--- config.mk ---
export PLATFORM = sky130hd
export DESIGN_NAME = vip_sobel_edge_detector
export DESIGN_NICKNAME = d
export VERILOG_FILES = /design/src/rtl/vip_sobel_edge_detector.sv
export SDC_FILE = /design/constraint.sdc
export NUM_CORES = 1
export LEC_CHECK = 0
export BUFFER_PORTS_ARGS = -buffer_cell sky130_fd_sc_hd__buf_4
export CORE_ASPECT_RATIO = 1.4
export CORE_MARGIN = 4
export CORE_UTILIZATION = 45
export CTS_BUF_LIST = sky130_fd_sc_hd__clkbuf_8
export DETAILED_ROUTE_END_ITERATION = 8
export PLACE_DENSITY = 0.67
export SETUP_SLACK_MARGIN = 0.15
export SLEW_MARGIN = 20
export SYNTH_ARGS = -nofsm -noshare
export SYNTH_HDL_FRONTEND = slang
export SYNTH_SLANG_ARGS = --single-unit
--- constraint.sdc ---
create_clock -name clk -period 5 [get_ports clk]
set_clock_uncertainty 0.15 [all_clocks]
set_input_delay 0.75 -clock clk [delete_from_list [all_inputs] [get_ports clk]]
set_output_delay 0.75 -clock clk [all_outputs]
set_load 0.1 [all_outputs]
--- src/rtl/vip_sobel_edge_detector.sv ---
// rtl/vip_sobel_edge_detector.sv - 4-stage Sobel gradient magnitude with edge flag and per-frame edge count
module vip_sobel_edge_detector #(
  parameter int CNT_W = 20
) (
  input  logic             clk,
  input  logic             rst_n,
  input  logic             matrix_frame_vsync,
  input  logic             matrix_frame_href,
  input  logic             matrix_frame_clken,
  input  logic [7:0]       matrix_p11,
  input  logic [7:0]       matrix_p12,
  input  logic [7:0]       matrix_p13,
  input  logic [7:0]       matrix_p21,
  input  logic [7:0]       matrix_p22,
  input  logic [7:0]       matrix_p23,
  input  logic [7:0]       matrix_p31,
  input  logic [7:0]       matrix_p32,
  input  logic [7:0]       matrix_p33,
  input  logic [7:0]       threshold,
  output logic             post_frame_vsync,
  output logic             post_frame_href,
  output logic             post_frame_clken,
  output logic [7:0]       post_img_mag,
  output logic             post_img_bit,
  output logic [CNT_W-1:0] edge_count,
  output logic             frame_done
);

  logic [9:0]       s1_gx_p, s1_gx_n, s1_gy_p, s1_gy_n;
  logic [9:0]       s2_gx, s2_gy;
  logic [10:0]      s3_mag;
  logic [3:0]       vsync_dly, href_dly, clken_dly;
  logic [7:0]       thr_q;
  logic             vsync_in_q, vsync_out_q;
  logic [CNT_W-1:0] acc, acc_next;
  logic             pix_edge, frame_rise;

  // Partial sums stay unsigned; the sign is resolved by the absolute difference in stage 2
  always_ff @(posedge clk or negedge rst_n) begin
    if (!rst_n) begin
      s1_gx_p <= '0;
      s1_gx_n <= '0;
      s1_gy_p <= '0;
      s1_gy_n <= '0;
      s2_gx   <= '0;
      s2_gy   <= '0;
      s3_mag  <= '0;
    end else begin
      s1_gx_p <= {2'b00, matrix_p13} + {1'b0, matrix_p23, 1'b0} + {2'b00, matrix_p33};
      s1_gx_n <= {2'b00, matrix_p11} + {1'b0, matrix_p21, 1'b0} + {2'b00, matrix_p31};
      s1_gy_p <= {2'b00, matrix_p11} + {1'b0, matrix_p12, 1'b0} + {2'b00, matrix_p13};
      s1_gy_n <= {2'b00, matrix_p31} + {1'b0, matrix_p32, 1'b0} + {2'b00, matrix_p33};
      s2_gx   <= (s1_gx_p >= s1_gx_n) ? (s1_gx_p - s1_gx_n) : (s1_gx_n - s1_gx_p);
      s2_gy   <= (s1_gy_p >= s1_gy_n) ? (s1_gy_p - s1_gy_n) : (s1_gy_n - s1_gy_p);
      s3_mag  <= {1'b0, s2_gx} + {1'b0, s2_gy};
    end
  end

  // href_dly[2] is the href that lines up with the stage-4 register being loaded
  always_ff @(posedge clk or negedge rst_n) begin
    if (!rst_n) begin
      post_img_mag <= '0;
      post_img_bit <= 1'b0;
    end else if (href_dly[2]) begin
      post_img_mag <= (s3_mag > 11'd255) ? 8'hff : s3_mag[7:0];
      post_img_bit <= (s3_mag > {3'b000, thr_q});
    end else begin
      post_img_mag <= '0;
      post_img_bit <= 1'b0;
    end
  end

  always_ff @(posedge clk or negedge rst_n) begin
    if (!rst_n) begin
      vsync_dly <= '0;
      href_dly  <= '0;
      clken_dly <= '0;
    end else begin
      vsync_dly <= {vsync_dly[2:0], matrix_frame_vsync};
      href_dly  <= {href_dly[2:0], matrix_frame_href};
      clken_dly <= {clken_dly[2:0], matrix_frame_clken};
    end
  end

  assign post_frame_vsync = vsync_dly[3];
  assign post_frame_href  = href_dly[3];
  assign post_frame_clken = clken_dly[3];

  // Threshold is frame-stable: sampled only at the start of input vsync
  always_ff @(posedge clk or negedge rst_n) begin
    if (!rst_n) begin
      vsync_in_q <= 1'b0;
      thr_q      <= '0;
    end else begin
      vsync_in_q <= matrix_frame_vsync;
      if (matrix_frame_vsync && !vsync_in_q)
        thr_q <= threshold;
    end
  end

  always_comb begin
    pix_edge   = post_frame_href & post_frame_clken & post_img_bit;
    frame_rise = post_frame_vsync & ~vsync_out_q;
    acc_next   = acc;
    if (pix_edge && (acc != {CNT_W{1'b1}}))
      acc_next = acc + 1'b1;
  end

  always_ff @(posedge clk or negedge rst_n) begin
    if (!rst_n) begin
      vsync_out_q <= 1'b0;
      acc         <= '0;
      edge_count  <= '0;
      frame_done  <= 1'b0;
    end else begin
      vsync_out_q <= post_frame_vsync;
      frame_done  <= frame_rise;
      if (frame_rise) begin
        edge_count <= acc_next;
        acc        <= '0;
      end else begin
        acc <= acc_next;
      end
    end
  end

endmodule

; ---- Word-level counts from Yosys, hierarchy flattened
; Index checks and enable logic that the tools add are counted.
[word_totals]
memories = 0
ram_bits = 0
rom_bits = 0
word_cells = 51
latch_bits = 0
ff_bits = 143
[op_classes]
shift = 0
reduce_logical = 3
mul = 0
order_cmp = 4
n_mux = 7
add_sub_neg = 14
eq_ne = 1
n_div = 0
bitwise_logic = 4
[ops]
columns = cell, count
row1 = adder 10 x 8 -> 10 bit, 4
row2 = adder 8 x 9 -> 10 bit, 4
row3 = two-way mux 20 bit, 2
row4 = subtractor 10 bit, 4
row5 = adder 20 x 1 -> 20 bit (second input constant), 1
row6 = >= comparator 10 bit, 2
row7 = two-way mux 10 bit, 2
row8 = != test 20 bit (second input constant), 1
row9 = two-way mux 8 bit, 2
row10 = adder 10 x 10 -> 11 bit, 1
row11 = greater-than comparator 11 x 8 -> 1 bit, 1
row12 = greater-than comparator 11 x 8 -> 1 bit (second input constant), 1
row13 = bitwise AND 1 bit, 3
row14 = logical AND 1 bit, 2
row15 = zero test 1 bit, 1
row16 = two-way mux 1 bit, 1
row17 = NOT 1 bit, 1

; ---- Logic depth before layout (Yosys ltp)
; Gate-level depths: netlist of run 1.
[logic_depth]
ltp_word = 5
mapped_depth = 11
ltp_nobuf = 10

; ---- Worst setup path before layout of run 1
; Ideal clock, no wire load.
[synth_path]
path_kind = input-to-reg
startpoint = input port matrix_p11[1]
endpoint = register s1_gx_n[9]
stages = 10
path_buffers = 0
setup_slack_ns = 2.030
setup_time_ns = 0.131
required_ns = 4.719
arrival_time_ns = 2.689
cell_sequence = inv_1 > fa_1 > inv_1 > ha_1 > fa_1 > a21o_1 > a21oi_1 > o21bai_1 > a21oi_1 > o21ai_0
[synth_between]
elab_chain_len = 2
[synth_lines]
columns = item, line_no
row1 = "start, declared", 10  ; input logic [7:0] matrix_p11,
row2 = adder 8 x 9 -> 10 bit, 50  ; s1_gx_n <= {2'b00, matrix_p11} + {1'b0, matrix_p21, 1'b0} + {2'b00, matrix_p31};
row3 = adder 10 x 8 -> 10 bit, 50
row4 = "end signal, assigned", 50
row5 = "end, declared", 29  ; logic [9:0] s1_gx_p, s1_gx_n, s1_gy_p, s1_gy_n;
; Every way passes these cells.
; A chain may end at the register's enable or synchronous reset.

; ---- Worst setup path after layout of run 1
[layout_path]
startpoint = register s1_gy_p[0]
endpoint = register s2_gy[9]
[layout_between]
elab_chain_len = 2
elab_cells_between_ends = 4
classes_between = 2 x add/sub / 1 x order compare / 1 x mux
[layout_lines]
columns = item, line_no
row1 = "start, declared", 29
row2 = "start signal, assigned", 51  ; s1_gy_p <= {2'b00, matrix_p11} + {1'b0, matrix_p12, 1'b0} + {2'b00, matrix_p13};
row3 = subtractor 10 bit or >= comparator 10 bit (tied branches), 54  ; s2_gy <= (s1_gy_p >= s1_gy_n) ? (s1_gy_p - s1_gy_n) : (s1_gy_n - s1_gy_p);
row4 = two-way mux 10 bit *, 54
row5 = "end signal, assigned", 54
row6 = "end, declared", 30  ; logic [9:0] s2_gx, s2_gy;
; Mark *: on every way between the ends. The rest lies on a longest branch, timed or not.

==> results of run 1 <==
-- stage by stage --
stage               util (%)  worst slack (ps)  instances
floorplan                  -              2030        795
global placement        51.5              1760       1132
detailed placement      51.5              1750       1132
CTS                     53.6              1870       1164
global route            53.6              1720       1164
finish                  53.6              1920       1164
-- synth_stat cells, drive strengths merged, types with 2 or more instances --
cell / n / area share [%]
mux2i: 21 / 2.5
a31oi: 6 / 0.62
nor2: 44 / 1.9
nand4: 5 / 0.37
o21ai: 58 / 3.5
a2111oi: 2 / 0.28
mux2: 3 / 0.40
o311a: 2 / 0.24
nor3: 11 / 0.76
a21oi: 45 / 2.6
buf: 7 / 0.53
ha: 93 / 14
clkbuf: 12 / 0.53
and4: 3 / 0.34
dfrtp: 142 / 42
or3: 4 / 0.29
nand2b: 15 / 1.1
a221oi: 2 / 0.28
o21bai: 4 / 0.35
and3: 5 / 0.37
xnor2: 31 / 3.2
xor2: 31 / 3.2
inv: 78 / 3.4
a21o: 26 / 2.3
o31ai: 4 / 0.35
fa: 37 / 8.7
o21a: 11 / 0.97
nor2b: 13 / 0.95
nand3: 13 / 0.82
or2: 4 / 0.29
a211oi: 2 / 0.18
nand2: 53 / 2.4
-- routing by layer --
metal	vias up	GRT usage, %
li1	2897	-
met4	0	5.67
met1	2732	17.6
met2	142	30.7
met5	-	0
met3	27	3.87
-- power by group --
| group | switching, mW | leakage (nW) | internal, mW |
|---|---|---|---|
| Combinational | 1.47 | 3.02 | 1.15 |
| Sequential | 0.148 | 1.75 | 1.45 |
| Clock | 0.481 | 0.195 | 0.426 |
-- sequential cells by signal (all words and copies together), names as in the netlist, 8 cells and up --
signal	count
thr_q	8
post_img_mag	8
acc	20
s3_mag	11
s2_gx	10
s1_gx_p	10
s1_gy_p	10
edge_count	20
s1_gx_n	10
s2_gy	10
s1_gy_n	10
-- area by class of cell --
class / instances / area share [%]
inverters: 78 / 2.94
flip-flops and latches: 142 / 35.6
repair buffers: 112 / 8.47
well taps: 244 / 3.06
multi-input cells: 556 / 45.9
clock inverters: 14 / 1.47
clock buffers: 18 / 2.48
-- cells by family after synthesis --
logic type,count (synthesis)
adders and majority gates,130
buffers and inverters,97
AOI/OAI and AO/OA,168
xor gates and xnor gates,62
DFF,142
and+or+nand+nor,172
muxes,24
-- worst max-delay path, stage by stage (launching register included) --
cell,delay (ps)
dfrtp_1,420
inv_1,70
ha_1,170
fa_1,210
inv_1,60
a21o_1,190
a31oi_1,200
o21ai_1,110
a221oi_2,840
mux2_2,420
mux2i_1,150
-- path summary, 6_finish.rpt --
path,depth (start not counted),slack [ps],to,from
worst min-delay path,0,200,clken_dly[2],clken_dly[1]
worst min register to register,0,200,clken_dly[2],clken_dly[1]
worst max-delay path,10,1920,s2_gy[9],s1_gy_p[0]
min in group asynchronous,1,250,post_img_mag[0],rst_n
worst max register to register,10,1920,s2_gy[9],s1_gy_p[0]
max in group asynchronous,2,3430,edge_count[10],rst_n
==> flow_summary.toml, run 1 <==
[drt]
met2_wirelength_um = 8790
top_layer_used = "met4"
wirelength_met1_um = 6640
vias_per_cell = 4.98
wl_per_cell_um = 14.3
route.detailed.drc = 0
routed_wl_um = 16600
drt_iter0_markers = 286
ant_nets = 0
met3_wirelength_um = 784
vias = 5798
drtPass1Iterations = 4

[sta]
worst_hold_slack_ps = 202
slew_headroom_pct = 30.3
slew_viol_final = 0
timing.fmax_mhz = 324
layout_min_cycle_time_ps = 3080
min_period_over_period_pct = 61.7
setup_tns_ps = 0
setup_viol_count_final = 0
hold_viol = 0
tightest_slew_ps = 1050
rsz0062_at_grt = "no"

[placed_design]
place_area_um2 = 9580
dpl.hpwl_um = 13400
gp_congestion = 0.899
port_buffers = 109

[clock_network]
htree_levels = 4
cts_buffer_depth = 2
cts_setup_buffers = 0
clk_pin_slew_ps = 100
numCtsBuffers = 17
cts_sinks = 142
cts.hold.buffers_added = 0
cts-root-buf = "clkbuf_8"
post_cts_resized = 0
clk_latency_ps = 450
cts_tree = "yes"

[pwr]
leakage_nw = 4.97
total_power_mw = 5.13
ir_worst_vdd_v = 0.000229
power.density_nw_per_um2 = 514

[global_routing]
grt_pass1_vias = 6044
grt_overflow = 0
grt_antenna_before_repair = 0
grt_pass1_wl_um = 27900
grt_usage_pct = 16.2
grt_max_degree = 111

[die]
die_h_um = 171
num_rows = 59
fp.coreArea_um2 = 18600
io_pins = 118
die_area_um2 = 21200
die_w_um = 124
initial_core_util_pct = 45.8

[synthesis]
synth-main-ff-cell = "dfrtp_1"
synth_compound_area_share_pct = 12.4
synth_top_family_by_area = "adder cells"
yosysWarnings = 0
postSynthNetCount = 1010
yosys.area_share.simple_pct = 9.81
syn_inst = 795
yosysSeqAreaShare_pct = 41.7
synthXorXnorAreaFrac_pct = 6.38
synth_cell_type_count = 50
async_flop_share_pct = 100
avgSynthCellArea_um2 = 10.7
synth_area_um2 = 8520
synth_edf_count = 0
synth-seq-cells = 142
synth_mux_area_share_pct = 2.86
synth-adder-area-share_pct = 22.4

[worst_setup_path]
worstSetupEndpointType = "register"
critPathMaxFanout = 9
required_ps = 5210
cp.arrival_ps = 3290
worst_setup_path_start_kind = "register"
path_class = "reg2reg"

[final_layout]
seqCellArea_um2 = 3550
drive_gt1_share_pct = 17.6
finish.instance_area_um2 = 9970
num-fill-cells = 1710
n_antenna_cell = 0
mostFrequentLayoutCells = "dfrtp_1 (142), buf_4 (111), ha_1 (93)"
layout_commonest_cell = "dfrtp_1"
syn_to_final_growth_pct = 17.1
nNetsFinal = 1122
multiInputGateArea_um2 = 4580

[run]
drv_cap = 0

[outcome]
status = "finished clean"

[hold_path]
min_path_type = "reg2reg"
Note: power is estimated with default switching activity, not from simulation.
==> run 2, diff against run 1 <==
==> constraint.sdc (replaced) <==
create_clock -name clk -period 3.2 [get_ports clk]
set_clock_uncertainty 0.15 [all_clocks]
set_input_delay 0.48 -clock clk [delete_from_list [all_inputs] [get_ports clk]]
set_output_delay 0.48 -clock clk [all_outputs]
set_load 0.1 [all_outputs]
==> run 2 against run 1 <==
Compared with the run above: sequential power grew 56%; worst hold slack lost 93 ps; fmax grew 14%; global-route usage grew 0.16 points; non-clock buffer count grew 6; critical endpoint is now s2_gx[8]; largest cell class unchanged; highest routed layer unchanged.
==> flow_summary.toml, run 2 (synthesized netlist as in run 1, its figures left out) <==
[final_layout]
multiInputGateArea_um2 = 4580
layout_commonest_cell = "dfrtp_1"
nNetsFinal = 1128
reg.largest.list = "acc x20, edge_count x20, s3_mag x11"
drive_gt1_share_pct = 17.7
n_antenna_cell = 0
seqCellArea_um2 = 3550
num-fill-cells = 1678
syn_to_final_growth_pct = 17.9
mostFrequentLayoutCells = "dfrtp_1 (142), buf_4 (112), ha_1 (93)"

[placed_design]
dpl.hpwl_um = 13400
gp_congestion = 0.897
port_buffers = 109

[drt]
vias_per_cell = 4.94
route.detailed.drc = 0
ant_nets = 0
wl_per_cell_um = 14.2
drtPass1Iterations = 4
drt_iter0_markers = 244
routed_wl_um = 16600
vias = 5779

[worst_setup_path]
cp_top_family = "compound AO/OA/AOI/OAI gates"
critical_path.slowest_cell = "o31a_1"
reg2reg_from = "s1_gx_p[0]"
required_ps = 3380
cp.depth = 10
timing.rr.end = "s2_gx[8]"
cp_common_cell = "inv_1"
path_buf_inv = 2
cp-endpoint = "s2_gx[8]"
cp.arrival_ps = 2880
worstSetupEndpointType = "register"
timing.critical_path.cells = "inv_1 -> ha_1 -> fa_1 -> inv_1 -> a21oi_1 -> o22ai_2 -> nor3_1 -> o31a_1 -> mux2i_1 -> xor2_1"
critPathMaxFanout = 9
worst_setup_path_start_kind = "register"
startpoint = "s1_gx_p[0]"
max_stage_delay_ps = 490
path_class = "reg2reg"
ff2ff_setup_slack_ps = 500
reg2reg_depth = 10

[clock_network]
numCtsBuffers = 17
post_cts_resized = 0
cts-root-buf = "clkbuf_8"
htree_levels = 4
cts_tree = "yes"
cts.hold.buffers_added = 3
cts_setup_buffers = 0
cts_sinks = 142
cts_buffer_depth = 2
clk_pin_slew_ps = 90
clk_latency_ps = 440

[global_routing]
grt_overflow = 0
grt_pass1_vias = 6038
grt_pass1_wl_um = 28100
grt_antenna_before_repair = 0
grt_usage_pct = 16.3
grt_max_degree = 66

[sta]
timing.fmax_mhz = 370
rsz0062_at_grt = "no"
slew_viol_final = 0
tightest_slew_ps = 645
layout_min_cycle_time_ps = 2700
min_period_over_period_pct = 84.3
setup_tns_ps = 0
slew_headroom_pct = 56.9
hold_viol = 0
setup_viol_count_final = 0

[die]
die_h_um = 171
die_w_um = 124
num_rows = 59
io_pins = 118
die_area_um2 = 21200
initial_core_util_pct = 45.8
fp.coreArea_um2 = 18600

[hold_path]
min_path_type = "in2reg"

[pwr]
leakage_nw = 5.00
total_power_mw = 8.02
power.density_nw_per_um2 = 799
ir_worst_vdd_v = 0.000325

[outcome]
status = "finished clean"

[run]
drv_cap = 0
run 2: changes by cell type in the layout (fill, tap and decap cells not counted), sizes merged:
cell and change:
buf +2, dlygate4sd3 +4
run 2: how the worst min path moves through the flow:
stage | startpoint | to | slack, ps | depth (start not counted)
after global placement | clken_dly[1] | clken_dly[2] | 180 | 0
after floorplan | rst_n | acc[0] | 30 | 0
after detailed placement | clken_dly[1] | clken_dly[2] | 180 | 0
final | threshold[3] | thr_q[3] | 110 | 3
after CTS | matrix_frame_href | href_dly[0] | 3 | 1
after global routing | matrix_p13[0] | s1_gy_p[0] | 80 | 2
run 2: layout make-up:
cell class / instances / area share, %
clock buffer: 18 / 2.47
tap: 244 / 3.04
sequential: 142 / 35.4
multi-input combinational: 556 / 45.6
inverter: 78 / 2.92
clock inverter: 14 / 1.46
timing repair buffer: 118 / 9.09
run 2: through the flow:
step	utilization (%)	cell area (µm²)	worst slack [ps]	hold WS (ps)	cells
after floorplan	-	8520	500	34.4	795
after global placement	51.6	9600	249	182	1134
after detailed placement	51.6	9600	213	185	1134
after CTS	53.9	10000	464	3.49	1169
after global routing	54.0	10000	241	84.5	1170
final	54.0	10000	501	108	1170
run 2: metal layers:
layer	share of wire [%]	up-vias	routed length [µm]	track usage, %
met5	0	-	0	0
met4	3.1	0	522	6.77
met3	4.4	30	725	3.25
met2	52	137	8620	30.2
met1	41	2696	6730	18.4
li1	-	2916	-	-
run 2: worst reg2reg max path: cells and delay by family, from the launching register on:
family / cells / cell delay (ps)
compound gates: 3 / 770
xor+xnor: 1 / 220
fa+ha+maj: 2 / 610
buf+inv: 2 / 140
flops: 1 / 370
mux: 1 / 250
simple gates: 1 / 80
run 2: power by group:
| group | switching (mW) | internal, mW | leakage, nW |
|---|---|---|---|
| sequential | 0.225 | 2.27 | 1.75 |
| combinational | 2.31 | 1.81 | 3.05 |
| clock | 0.741 | 0.666 | 0.195 |
==> run 3, diff against run 2 <==
==> constraint.sdc (replaced) <==
create_clock -name clk -period 2.6 [get_ports clk]
set_clock_uncertainty 0.15 [all_clocks]
set_input_delay 0.39 -clock clk [delete_from_list [all_inputs] [get_ports clk]]
set_output_delay 0.39 -clock clk [all_outputs]
set_load 0.1 [all_outputs]
==> run 3 against run 2 <==
Compared with the run above: critical path depth increased by 1; die area stayed put; combinational power grew 40%; global-route usage rose by 0.51 points; highest routed layer unchanged.
==> flow_summary.toml, run 3 (synthesized netlist as in run 1, its figures left out) <==
[drt]
drt_iter0_markers = 232
ant_nets = 0
drtPass1Iterations = 4
routed_wl_um = 17200
wl_per_cell_um = 14.3
vias = 5961
route.detailed.drc = 0
vias_per_cell = 4.93

[global_routing]
grt_pass1_wl_um = 29200
grt_usage_pct = 16.9
grt_antenna_before_repair = 0
grt-busiest-layer = "met2"
grt_overflow = 0
grt_max_degree = 60
grt_pass1_vias = 6259
use_met2_pct = 31.3
met3_usage_pct = 4.06
grtUsageMet1_pct = 18.6

[final_layout]
layout_commonest_cell = "buf_4"
stdcell_count = 1210
n_antenna_cell = 0
syn_to_final_growth_pct = 23.5
finish.instance_area_um2 = 10500
nNetsFinal = 1168
drive_gt1_share_pct = 24.3
mostFrequentLayoutCells = "buf_4 (144), dfrtp_1 (139), ha_1 (88)"
reg.largest.list = "acc x20, edge_count x20, s3_mag x11"
num-fill-cells = 1655

[pwr]
ir_worst_vdd_v = 0.000447
leakage_nw = 5.18
power.density_nw_per_um2 = 1010

[clock_network]
cts_sinks = 142
cts_tree = "yes"
htree_levels = 4
clk_pin_slew_ps = 90
cts_buffer_depth = 2
numCtsBuffers = 17
clk_latency_ps = 440
cts-root-buf = "clkbuf_8"

[die]
io_pins = 118
initial_core_util_pct = 45.8
fp.coreArea_um2 = 18600
num_rows = 59
die_h_um = 171
die_area_um2 = 21200
die_w_um = 124

[worst_setup_path]
required_ps = 2790
worstSetupEndpointType = "register"
timing.critical_path.cells = "inv_2 -> ha_4 -> fa_2 -> inv_2 -> a21o_1 -> a31oi_4 -> o21ai_2 -> a221oi_2 -> buf_6 -> mux2i_2 -> xor2_1"
critPathMaxFanout = 8
worst_setup_path_start_kind = "register"
critical_path.slowest_cell = "dfrtp_1"
max_stage_delay_ps = 430
cp_common_cell = "inv_2"
path_class = "reg2reg"
cp.arrival_ps = 2700

[sta]
hold_viol = 0
setup_tns_ps = 0
rsz0062_at_grt = "yes"
tightest_slew_ps = 669
min_period_over_period_pct = 96.4
layout_min_cycle_time_ps = 2510
slew_headroom_pct = 55.3
slew_viol_final = 0
setup_viol_count_final = 0
timing.fmax_mhz = 399

[placed_design]
place_area_um2 = 9810
gp_congestion = 0.877
port_buffers = 109
dpl.hpwl_um = 14000
dp_cells = 1158

[hold_path]
min_path_type = "in2reg"

[outcome]
status = "finished clean"

[run]
drv_cap = 0
-- run 3: cell types whose count changed in the layout (fill, tap and decap cells not counted), moves of 4 or more --
cell	delta
inv_1	-4
a21oi_2	+7
fa_1	-4
mux2i_1	-6
buf_4	+32
a21oi_1	-7
mux2i_2	+6
ha_1	-5
fa_2	+4
dlygate4sd3_1	+5
inv_2	+5
-- run 3: report_power, final --
part | switching (mW) | internal (mW) | total, mW
clock network | 0.873 | 0.897 | 1.77
logic | 3.05 | 2.70 | 5.75
registers | 0.291 | 2.80 | 3.09
total | 4.21 | 6.40 | 10.6
-- run 3: metrics by stage --
| step | utilization (%) | power [mW] | setup slack (ps) | hold slack, ps |
|---|---|---|---|---|
| 2_1_floorplan | - | 7.12 | 136 | -55.6 |
| 3_3_place_gp | 52.8 | 8.35 | -47.3 | 182 |
| 3_5_place_dp | 52.8 | 8.45 | -99.1 | 190 |
| 4_1_cts | 55.7 | 10.4 | 20.0 | 0.498 |
| 5_1_grt | 56.5 | 11.5 | -19.9 | 2.58 |
| 6_report | 56.5 | 10.6 | 94.3 | 23.1 |
-- run 3: repair_timing --
action | CTS | global route
pin swaps | 11 | 17
buffers inserted | 4 | 7
endpoints found under the setup margin | 16 | 21
hold endpoints to repair | 54 | 2
hold buffers | 7 | 2
resized for setup | 12 | 20
-- run 3: worst paths after layout --
kind                               from               to  slack [ps]  depth (start not counted)
setup / recovery             s1_gy_p[0]         s2_gy[7]          90                         11
hold / removal             threshold[1]         thr_q[1]          20                          3
setup reg to reg             s1_gy_p[0]         s2_gy[7]          90                         11
hold reg to reg            clken_dly[1]     clken_dly[2]         200                          0
max in group asynchronous         rst_n         s2_gy[6]        1320                          3
min in group asynchronous         rst_n  post_img_mag[2]         300                          2
-- run 3: metal layers --
metal / vias to the layer above / share of wire (%) / routed length, µm
met3: 25 / 4.4 / 760
met1: 2818 / 39 / 6780
met2: 127 / 53 / 9230
met5: - / 0 / 0
li1: 2991 / - / -
met4: 0 / 2.8 / 476
-- run 3: area by class of cell --
| cell class | instances | area [µm²] | area share [%] |
|---|---|---|---|
| inverter | 78 | 293 | 2.78 |
| timing repair buffer | 158 | 1240 | 11.8 |
| clock buffer | 18 | 248 | 2.36 |
| tap | 244 | 305 | 2.90 |
| clock inverter | 14 | 156 | 1.49 |
| multi-input combinational | 556 | 4720 | 44.9 |
| sequential | 142 | 3560 | 33.8 |
-- run 3: worst max-delay path, delay by kind of cell (launching register included) --
family | cells | cell delay (ps)
xor gates and xnor gates | 1 | 170
AOI/OAI and AO/OA | 4 | 750
buffers and inverters | 3 | 320
muxes | 1 | 230
DFF | 1 | 430
adders and majority gates | 2 | 340
